===== config.mk =====
export PLATFORM = sky130hd
export DESIGN_NAME = map_rom_arbiter
export DESIGN_NICKNAME = d
export VERILOG_FILES = /design/src/rtl/map_rom_arbiter.sv
export SDC_FILE = /design/constraint.sdc
export NUM_CORES = 1
export LEC_CHECK = 0
export BUFFER_PORTS_ARGS = -buffer_cell sky130_fd_sc_hd__buf_2
export CELL_PAD_IN_SITES_DETAIL_PLACEMENT = 1
export CELL_PAD_IN_SITES_GLOBAL_PLACEMENT = 1
export CORE_UTILIZATION = 25
export CTS_CLUSTER_SIZE = 16
export DETAILED_ROUTE_END_ITERATION = 7
export PLACE_DENSITY = 0.64
export SYNTH_ARGS = -nofsm -noshare
export SYNTH_HDL_FRONTEND = slang
export SYNTH_SLANG_ARGS = --single-unit

===== constraint.sdc =====
create_clock -name clk -period 5.27 [get_ports clk]
set_clock_uncertainty 0.1 [all_clocks]
set_input_delay 0.2635 -clock clk [delete_from_list [all_inputs] [get_ports clk]]
set_output_delay 0.2635 -clock clk [all_outputs]
set_load 0.005 [all_outputs]

===== src/rtl/map_rom_arbiter.sv =====
// Map ROM arbiter: shares one single-port map ROM between the VGA pixel fetch
// path (absolute priority) and two game-logic clients served round-robin.
// Read data returns tagged, with a fixed ROM_LAT+2 cycle latency for everyone.
module map_rom_arbiter #(
    parameter int ADDR_W     = 16,
    parameter int DATA_W     = 12,
    parameter int ROM_LAT    = 0,
    parameter int STARVE_MAX = 255
) (
    input  logic                  clk,
    input  logic                  rst,
    input  logic                  vga_req,
    input  logic [ADDR_W-1:0]     vga_addr,
    output logic                  vga_rvalid,
    output logic [DATA_W-1:0]     vga_rdata,
    input  logic [1:0]            cli_req,
    input  logic [2*ADDR_W-1:0]   cli_addr,
    output logic [1:0]            cli_gnt,
    output logic [1:0]            cli_rvalid,
    output logic [DATA_W-1:0]     cli_rdata,
    output logic [ADDR_W-1:0]     rom_addr,
    input  logic [DATA_W-1:0]     rom_data,
    output logic [1:0]            starve,
    output logic                  busy
);

    localparam logic [1:0]  TAG_NONE   = 2'd0;
    localparam logic [1:0]  TAG_VGA    = 2'd1;
    localparam logic [1:0]  TAG_CLI0   = 2'd2;
    localparam logic [1:0]  TAG_CLI1   = 2'd3;
    localparam logic [15:0] CNT_MAX    = 16'hFFFF;
    localparam logic [15:0] STARVE_LIM = 16'(STARVE_MAX);

    // Saturating increment for the starvation wait counters.
    function automatic logic [15:0] sat_inc(input logic [15:0] v);
        return (v == CNT_MAX) ? v : v + 16'd1;
    endfunction

    // rr_ptr names the client that wins when both clients request together.
    logic              rr_ptr;
    logic [1:0]        win_tag;
    logic [ADDR_W-1:0] win_addr;
    // tag_pipe[0] holds the owner of the address now on rom_addr; the owner
    // reaches tag_pipe[ROM_LAT] in the cycle its rom_data is valid.
    logic [1:0]        tag_pipe [0:ROM_LAT];
    logic [15:0]       wait_cnt [2];
    logic [15:0]       wait_nxt [2];

    // Pick this cycle's ROM owner: VGA first, then clients by round-robin.
    always_comb begin
        win_tag  = TAG_NONE;
        win_addr = rom_addr;
        cli_gnt  = 2'b00;
        if (!rst) begin
            if (vga_req) begin
                win_tag  = TAG_VGA;
                win_addr = vga_addr;
            end else if (cli_req[0] && (!cli_req[1] || !rr_ptr)) begin
                win_tag  = TAG_CLI0;
                win_addr = cli_addr[0 +: ADDR_W];
                cli_gnt  = 2'b01;
            end else if (cli_req[1]) begin
                win_tag  = TAG_CLI1;
                win_addr = cli_addr[ADDR_W +: ADDR_W];
                cli_gnt  = 2'b10;
            end
        end
    end

    // Round-robin pointer moves to the other client after each client grant.
    always_ff @(posedge clk) begin
        if (rst) begin
            rr_ptr <= 1'b0;
        end else if (cli_gnt[0]) begin
            rr_ptr <= 1'b1;
        end else if (cli_gnt[1]) begin
            rr_ptr <= 1'b0;
        end
    end

    // Issue stage: register the winning address and shift the owner tag along.
    always_ff @(posedge clk) begin
        if (rst) begin
            rom_addr <= '0;
            for (int k = 0; k <= ROM_LAT; k++) begin
                tag_pipe[k] <= TAG_NONE;
            end
        end else begin
            rom_addr    <= win_addr;
            tag_pipe[0] <= win_tag;
            for (int k = 1; k <= ROM_LAT; k++) begin
                tag_pipe[k] <= tag_pipe[k-1];
            end
        end
    end

    // Capture stage: steer rom_data to its owner with a one-cycle valid pulse.
    always_ff @(posedge clk) begin
        if (rst) begin
            vga_rvalid <= 1'b0;
            cli_rvalid <= 2'b00;
            vga_rdata  <= '0;
            cli_rdata  <= '0;
        end else begin
            vga_rvalid <= (tag_pipe[ROM_LAT] == TAG_VGA);
            cli_rvalid <= {(tag_pipe[ROM_LAT] == TAG_CLI1),
                           (tag_pipe[ROM_LAT] == TAG_CLI0)};
            if (tag_pipe[ROM_LAT] == TAG_VGA) begin
                vga_rdata <= rom_data;
            end
            if ((tag_pipe[ROM_LAT] == TAG_CLI0) || (tag_pipe[ROM_LAT] == TAG_CLI1)) begin
                cli_rdata <= rom_data;
            end
        end
    end

    // Busy while any read sits in the tag pipeline or its rvalid is showing.
    always_comb begin
        busy = vga_rvalid | (|cli_rvalid);
        for (int k = 0; k <= ROM_LAT; k++) begin
            busy = busy | (tag_pipe[k] != TAG_NONE);
        end
    end

    // Next wait count: clears on grant or idle, otherwise counts up saturating.
    always_comb begin
        for (int i = 0; i < 2; i++) begin
            wait_nxt[i] = (!cli_req[i] || cli_gnt[i]) ? 16'd0 : sat_inc(wait_cnt[i]);
        end
    end

    // Wait counters and registered starvation flags.
    always_ff @(posedge clk) begin
        if (rst) begin
            for (int i = 0; i < 2; i++) begin
                wait_cnt[i] <= 16'd0;
            end
            starve <= 2'b00;
        end else begin
            for (int i = 0; i < 2; i++) begin
                wait_cnt[i] <= wait_nxt[i];
                starve[i]   <= (wait_nxt[i] >= STARVE_LIM);
            end
        end
    end

endmodule


=== After elaboration in Yosys (flattened, before gate mapping) ===
Memories as Yosys holds them, arrays and structs flattened.
Cells that the tools add are included.

* Bits in registers: 46
* Bits in writable memories: 34
* Bits of input ports: 65
* Logic and storage cells: 59
* Memories kept: 2

* Add/sub/neg operators: 2
* $lt $le $gt $ge: 2
* Equal/unequal tests: 5
* Mux-type cells: 24
* Bitwise gates (word level): 4
* Reduce and logical (&&, ||, !) cells: 13

{| class="wikitable"
|+ Memories
! name !! depth !! width !! read ports !! clocked after memory_dff !! wr ports !! RTL line !! text
|-
| wait_cnt || 2 || 16 || 2 || 0 || 2 || 46 || <nowiki>logic [15:0] wait_cnt [2];</nowiki>
|-
| tag_pipe || 1 || 2 || 1 || 0 || 1 || 45 || <nowiki>logic [1:0] tag_pipe [0:ROM_LAT];</nowiki>
|}

{| class="wikitable"
|+ Operator list
! operator !! number
|-
| $mux W16 || 9
|-
| $add A16 B1 Y16 const B || 2
|-
| $eq A16 B16 Y1 const B || 2
|-
| $ge A16 B8 Y1 const B || 2
|-
| $mux W2 || 9
|-
| $mux W1 || 6
|-
| $eq A2 B2 Y1 const B || 2
|-
| $logic_or A1 B1 Y1 || 4
|-
| $or A1 B1 Y1 || 4
|-
| $reduce_bool A2 Y1 || 2
|-
| $reduce_or A2 Y1 || 2
|-
| $logic_not A1 Y1 || 3
|-
| $reduce_bool A3 Y1 || 1
|-
| $eq A2 B1 Y1 const B || 1
|-
| $logic_and A1 B1 Y1 || 1
|}

=== Logic depth before layout (Yosys ltp) ===
Gate-level depths: netlist (run 1).

* Depth after elaboration: 9
* Depth in mapped cells: 8
* Gate-level depth less buffers: 7

=== Worst setup path after synthesis (run 1) ===
No wires, ideal clock.

* Path kind: flip-flop to flip-flop
* Start: mem wait_cnt[0][0]
* End: mem wait_cnt[0][7]
* Setup time: 0.128 ns
* Arrival time: 1.960 ns
* Required time: 5.042 ns
* Path slack: 3.082 ns
* Stages on the path, launching flop included: 9
* Buffers on the path: 1
* Clock period less this slack: 2.188 ns
* Path through: dfxtp_1 ha_1 nand3_1 or4_1 buf_6 nor2b_4 and4_1 xnor2_1 nor2_1

{| class="wikitable"
|+ RTL lines
! what !! RTL line
|-
| start: declaration || 46
|}

==> results of run 1 <==
[cell usage after synthesis (all sizes together)]
| library cell | count | area share |
|---|---|---|
| xnor2 | 10 | 0.023 |
| ha | 2 | 0.0067 |
| or4 | 2 | 0.0040 |
| a211o | 2 | 0.0047 |
| nor3b | 2 | 0.0040 |
| a31oi | 5 | 0.0083 |
| xor2 | 9 | 0.021 |
| nand4 | 10 | 0.022 |
| nand2b | 4 | 0.0067 |
| clkbuf | 21 | 0.021 |
| o22a | 1 | 0.0023 |
| nor3 | 18 | 0.025 |
| or2 | 2 | 0.0033 |
| and4 | 4 | 0.0093 |
| and2 | 1 | 0.0017 |
| nand2 | 98 | 0.098 |
| mux2 | 1 | 0.0030 |
| nand3 | 14 | 0.019 |
| and3 | 4 | 0.0067 |
| dfxtp | 80 | 0.43 |
| buf | 5 | 0.0077 |
| o31ai | 4 | 0.0080 |
| or3b | 2 | 0.0047 |
| nor4 | 6 | 0.010 |
| o22ai | 2 | 0.0033 |
| o21ai | 23 | 0.031 |
| and3b | 1 | 0.0023 |
| or3 | 3 | 0.0050 |
| a21oi | 40 | 0.053 |
| nor2 | 46 | 0.046 |
| mux2i | 35 | 0.093 |
| nor2b | 3 | 0.0070 |
| o2111ai | 1 | 0.0023 |
| o21bai | 1 | 0.0020 |
| a41oi | 1 | 0.0023 |
| and4b | 1 | 0.0027 |
| nand3b | 1 | 0.0020 |
| inv | 2 | 0.0020 |
[final timing paths]
path,startpoint,end,depth (start not counted)
max,wait_cnt[0][0]$_SDFF_PP0_,wait_cnt[0][7]$_SDFF_PP0_,7
min,rom_data[5],vga_rdata[5]$_SDFFE_PP0P_,3
max reg2reg,wait_cnt[0][0]$_SDFF_PP0_,wait_cnt[0][7]$_SDFF_PP0_,7
min reg2reg,rom_addr[14]$_SDFFE_PP0P_,rom_addr[14]$_SDFFE_PP0P_,2
[metal layers]
metal,track usage,vias to the layer above,part of all wire
met5,0,-,0
met4,0.0305,0,0.010
met3,0.0434,9,0.041
met2,0.249,62,0.50
met1,0.162,1688,0.44
li1,-,1817,-
[logic make-up after synthesis]
kind of cell             synth area share
buffers and inverters              0.0306
XOR/XNOR                           0.0443
AND/OR/NAND/NOR                     0.279
AO/OA/AOI/OAI                       0.117
adder cells (fa/ha/maj)           0.00666
multiplexers                       0.0962
flip-flops                          0.426
[critical path: stages (launching register included)]
cell     delay, ns
dfxtp_1       0.44
ha_1          0.28
nand3_1       0.24
or4_1         0.74
nor2b_4       0.22
and4_1        0.22
xnor2_1       0.14
nor2_1        0.06
[final cells by class]
class / count / area [um^2] / share of cell area
Multi-Input combinational cell: 359 / 2040 / 0.424
Sequential cell: 80 / 1600 / 0.333
Timing Repair Buffer: 114 / 576 / 0.120
Clock buffer: 10 / 239 / 0.0497
Tap cell: 184 / 230 / 0.0479
Clock inverter: 6 / 116 / 0.0242
Inverter: 2 / 7.51 / 0.00156
[registers in the layout, summed over array words and instances, names as in the netlist, 2 cells and up]
signal	cells
cli_rdata	12
tag_pipe	2
starve	2
rom_addr	16
cli_rvalid	2
vga_rdata	12
wait_cnt	32
[power by group through the flow]
| stage | clock network (mW) | logic, mW | registers (mW) |
|---|---|---|---|
| floorplan | 0 | 0.0718 | 0.654 |
| global placement | 0 | 0.131 | 0.656 |
| detailed placement | 0 | 0.136 | 0.657 |
| CTS | 0.755 | 0.136 | 0.644 |
| global route | 0.781 | 0.150 | 0.647 |
| finish | 0.732 | 0.133 | 0.643 |
[layout by cell type, fill, tap and decap left out, types with 2 or more instances in the layout]
cell type,count
or4_1,2
ha_1,2
nand3_1,14
bufinv_16,3
inv_1,2
and4_1,4
nor4_1,6
a211o_1,2
o21ai_1,2
nand2b_1,4
nor3b_1,2
buf_2,112
xor2_1,9
nand4_2,3
or3_1,3
a31oi_1,5
nand2_1,98
o31ai_1,4
nor2_1,46
and3_1,4
xnor2_1,10
o21ai_0,21
nor2b_1,2
clkinv_4,3
buf_4,2
a21oi_1,40
o22ai_1,2
nor3_1,17
nand4_1,7
mux2i_1,35
dfxtp_1,80
clkbuf_16,9
[per-stage QoR]
step / worst slack (ns) / hold slack [ns] / cell area [um^2]
final: 2.69 / 0.0749 / 4810
after global routing: 2.56 / 0.0705 / 4810
after CTS: 2.69 / 0.0640 / 4810
after detailed placement: 2.69 / 0.346 / 4460
after global placement: 2.83 / 0.337 / 4460
after floorplan: 3.08 / 0.299 / 3760
==> impl_metrics.csv, run 1 <==
group,metric,value,unit
pwr,p_int,1.17,mW
pwr,power_frac_comb,0.088,
pwr,finalPower,1.51,mW
synth,ys_seq_area_frac,0.426,
global_route,grt_max_degree,51,
floorplanning,num_rows,44,
clocking,post_cts_resized,0,
place,globalplace.congestion,0.781,
timing,max_freq,0.388,GHz
timing,worst_pin_slew,1.01,ns
worst_hold_path,hold_class,"in2reg",
clocking,tritoncts,"done",
floorplanning,start_util,0.258,
run,maxCapViolations,0,
place,hpwlAfterDp,7720,um
timing,fin_crit_sh,0.489,
clocking,cts_buffer_depth,2,
global_route,antenna_found_initial,0,
routing,route.detailed.drc,0,
global_route,grt_pass1_wl,17700,um
clocking,clock_latency,0.34,ns
timing,rsz0062_at_grt,"false",
critical_path,start_kind,"flop",
pwr,vdd_ir_drop_max,0.180,mV
pwr,power_switching,0.341,mW
timing,post-route-min-period,2.58,ns
routing,wl_per_cell,14.0,um
floorplanning,io-pin-count,113,
finish,drive_above_1_share,0.240,
clocking,ctsHoldBuffers,0,
finish,stdcell_count,755,
critical_path,rrSetupSlack,2.69,ns
pwr,clockPowerShare,0.485,
clocking,cts_root_buf,"clkbuf_16",
finish,num_antenna_cells,0,
global_route,first_global_vias,3643,
routing,vias_per_cell,4.74,
timing,slew_violations,0,
synth,ys_seq_elements,80,
synth,yosysUniqueCellTypes,46,
routing,finalWirelength,10600,um
critical_path,required,5.37,ns
clocking,post_cts_buffers,0,
routing,antenna_left,0,
clocking,cts_buffers,9,
synth,syn_avg_cell_area,8.05,um^2
critical_path,critPathKind,"reg2reg",
synth,synth_warnings,0,
pwr,p_seq_frac,0.426,
timing,slew_headroom,0.324,
routing,drtPass1Iterations,4,
timing,timing_hold_violations_final,0,
floorplanning,core_area,0.0146,mm^2
critical_path,endpoint_kind,"flop",
global_route,grt_remaining_overflow,0,
pwr,p_leak,2.01,nW
floorplanning,die_y,125,um
floorplanning,die_w,125,um
routing,vias,3576,
synth,synth_fp_nets,534,
finish,area_growth,28.0,%
place,placement.io_buffers,112,
place,dp_cells,739,
timing,fin_setup_tns,0,ns
synth,syn_area,0.00376,mm^2
pwr,power_density,314,mW/mm^2
critical_path,critical_path.max_fanout,9,
clocking,clock_sinks,80,
synth,synthCells,467,
clocking,clk_pin_slew,0.06,ns
routing,drtIter0Drc,140,
finish,post-route-util,0.330,
run_status,status,"finished clean",
finish,nNetsFinal,633,
pwr,sw_frac_of_total,0.226,
global_route,track_usage,0.139,
timing,setup_violations,0,
finish,n_fill_cell,1770,
clocking,htree_num_levels,3,
floorplanning,die-area,0.0155,mm^2
critical_path,cp.arrival,2.68,ns
(Power assumes the default switching activity.)
==> run 2, diff against run 1 <==
- ABC_AREA: default -> 1
- PLACE_DENSITY: 0.64 -> 0.68
- clock period: 5.27 -> 2.2 ns (I/O delays scaled with it)
==> run 2 against run 1 <==
The flow now finishes with violations (hold timing). Largest power group unchanged. Non-clock buffer count is 58 higher. Via count is 23% higher. Clock power is 140% higher. Die area rose by 7.7%. Count of clock-buffer cells in the layout decreased by 1. Critical path type is now in2reg. Sequential cell count unchanged.
==> impl_metrics.csv, run 2 <==
group,metric,value,unit
run_status,status,"finished with violations",
run_status,violations,"hold timing",
finish,nNetsFinal,842,
synth,synthCells,617,
synth,syn_avg_cell_area,6.56,um^2
floorplanning,core_area,0.0158,mm^2
timing,slew_headroom,0.672,
critical_path,critPathKind,"in2reg",
floorplanning,io-pin-count,113,
floorplanning,die_y,129,um
critical_path,required,2.33,ns
critical_path,start_kind,"input pin",
place,globalplace.congestion,0.751,
clocking,cts_root_buf,"clkbuf_16",
finish,num_antenna_cells,0,
routing,drtIter0Drc,150,
critical_path,endpoint_kind,"flop",
place,postPlaceCellArea,0.00486,mm^2
routing,wl_per_cell,13.0,um
pwr,power_density,660,mW/mm^2
global_route,grt_pass1_wl,21800,um
global_route,first_global_vias,4463,
worst_hold_path,hp-start,"cli_addr[8]",
finish,final_common_cell,"nand2_1",
place,placement.io_buffers,112,
finish,top_register,"wait_cnt",
timing,slew_violations,0,
routing,antenna_left,0,
timing,worst_pin_slew,0.492,ns
clocking,htree_num_levels,3,
finish,most-common-layout-cells,"150 x nand2_1, 124 x nor2_1, 112 x buf_2, 80 x dfxtp_1, 58 x inv_1",
timing,max_freq,0.502,GHz
synth,synth_top_area_frac,0.395,
routing,route.detailed.drc,0,
global_route,antenna_found_initial,0,
synth,synth_commonest_cells,"150 x nand2_1, 124 x nor2_1, 80 x dfxtp_1",
clocking,clock_latency,0.34,ns
floorplanning,die-area,0.0167,mm^2
critical_path,cp.arrival,2.12,ns
synth,yosysTopAreaCell,"dfxtp_1",
clocking,clk_pin_slew,0.06,ns
synth,ys_seq_elements,80,
routing,vias,4396,
global_route,grt_max_degree,42,
synth,synth_edf_count,0,
synth,synthTopCellsByArea,"dfxtp_1 40%, nand2_1 14%, nor2_1 11%",
finish,largest_reg_flops,32,
global_route,grt_remaining_overflow,0,
synth,synth_warnings,0,
synth,synth_most_common_cell,"nand2_1",
timing,fin_crit_sh,0.905,
timing,rsz0062_at_grt,"false",
critical_path,rrSetupSlack,0.26,ns
pwr,p_leak,2.74,nW
routing,drtPass1Iterations,4,
timing,fin_setup_tns,0,ns
floorplanning,num_rows,46,
routing,finalWirelength,12900,um
floorplanning,die_w,129,um
clocking,clock_sinks,80,
place,dp_slack,0.214,ns
worst_hold_path,hold_depth,3,
synth,yosysUniqueCellTypes,31,
clocking,cts_buffer_depth,2,
timing,post-route-min-period,1.99,ns
synth,ys_seq_area_frac,0.395,
finish,area_growth,40.6,%
run,maxCapViolations,0,
critical_path,rr_worst_depth,12,
synth,synth_ff_type,"dfxtp_1",
routing,vias_per_cell,4.41,
timing,setup_violations,0,
finish,stdcell_area,0.00569,mm^2
clocking,tritoncts,"done",
critical_path,cp-startpoint,"cli_req[1]",
finish,n_fill_cell,2026,
finish,drive_above_1_share,0.215,
timing,timing_hold_violations_final,1,
worst_hold_path,hold_class,"in2reg",
timing,setup_slack,0.208,ns
clocking,cts_buffers,9,
pwr,vdd_ir_drop_max,0.357,mV
critical_path,rr_startpoint,"wait_cnt[0][0]$_SDFF_PP0_",
critical_path,reg2reg_to,"starve[0]$_SDFF_PP0_",
synth,ys_async_sr_fraction,0,
critical_path,critical_path.max_fanout,20,
finish,post-route-util,0.360,
finish,reg.largest.list,"wait_cnt: 32 flops, rom_addr: 16 flops",
synth,syn_area,0.00405,mm^2
synth,synth_fp_nets,684,
worst_hold_path,holdPathEnd,"rom_addr[8]$_SDFFE_PP0P_",
floorplanning,start_util,0.256,
place,hpwlAfterDp,9110,um
global_route,track_usage,0.164,
timing,whs,-0.00153,ns
[run 2: changes by cell type after synthesis, moves of 33 or more]
cell / before / now
nor2_1: 46 / 124
inv_1: 2 / 58
nand2_1: 98 / 150
a21oi_1: 40 / 2
mux2i_1: 35 / 0
nand3_1: 14 / 47
[run 2: layout make-up]
| type | count | area (um^2) | share of cell area |
|---|---|---|---|
| multi-input cells | 447 | 2100 | 0.368 |
| flip-flops and latches | 80 | 1600 | 0.281 |
| repair buffers | 172 | 1140 | 0.200 |
| well taps | 216 | 270 | 0.0475 |
| inverters | 65 | 245 | 0.0431 |
| clock buffers | 9 | 225 | 0.0396 |
| clock inverters | 7 | 120 | 0.0211 |
[run 2: kinds of logic (layout without fill, tap and decap cells)]
family          after synthesis  in the layout  share of synthesized area
compound gates               90             90                      0.130
xor+xnor                      5              5                     0.0108
fa+ha+maj                     2              2                    0.00618
buf+inv                      90            253                     0.0902
flops                        80             80                      0.395
simple gates                350            350                      0.367
[run 2: through the flow]
step,power (mW),cells
floorplan,1.75,617
global placement,1.94,932
detailed placement,1.94,932
CTS,3.78,993
global route,3.91,996
finish,3.76,996
[run 2: repair_timing]
item | CTS | global route
setup buffers | 0 | 3
hold endpoints to repair | 42 | 0
resized for setup | 0 | 2
hold buffers | 45 | 0
setup endpoints to repair | 0 | 15
[run 2: power by group]
part | leakage (nW) | internal, mW | total (mW) | switching, mW
clock network | 0.166 | 1.11 | 1.77 | 0.657
registers | 0.655 | 1.51 | 1.55 | 0.0344
logic | 1.92 | 0.220 | 0.440 | 0.220
[run 2: worst max-delay path by stage]
| stage | endpoint | depth (start not counted) |
|---|---|---|
| after floorplan | starve[0]$_SDFF_PP0_ | 12 |
| after global placement | starve[0]$_SDFF_PP0_ | 13 |
| after detailed placement | starve[0]$_SDFF_PP0_ | 13 |
| after CTS | rom_addr[14]$_SDFFE_PP0P_ | 9 |
| after global routing | starve[0]$_SDFF_PP0_ | 13 |
| final | rom_addr[11]$_SDFFE_PP0P_ | 9 |
[run 2: critical path, stage by stage]
cell           delay (ns)
dlygate4sd3_1        0.53
buf_2                0.15
nand2_1              0.10
nand2_4              0.10
nand3_1              0.10
buf_4                0.22
o21ai_0              0.18
a31oi_1              0.06
dlygate4sd3_1        0.57
[run 2: per-layer routing]
metal | wire [um] | GRT usage | part of all wire | vias up
li1 | - | - | - | 2287
met1 | 6210 | 0.208 | 0.48 | 2014
met2 | 5970 | 0.275 | 0.46 | 80
met3 | 555 | 0.0339 | 0.043 | 15
met4 | 217 | 0.0588 | 0.017 | 0
met5 | 0 | 0 | 0 | -
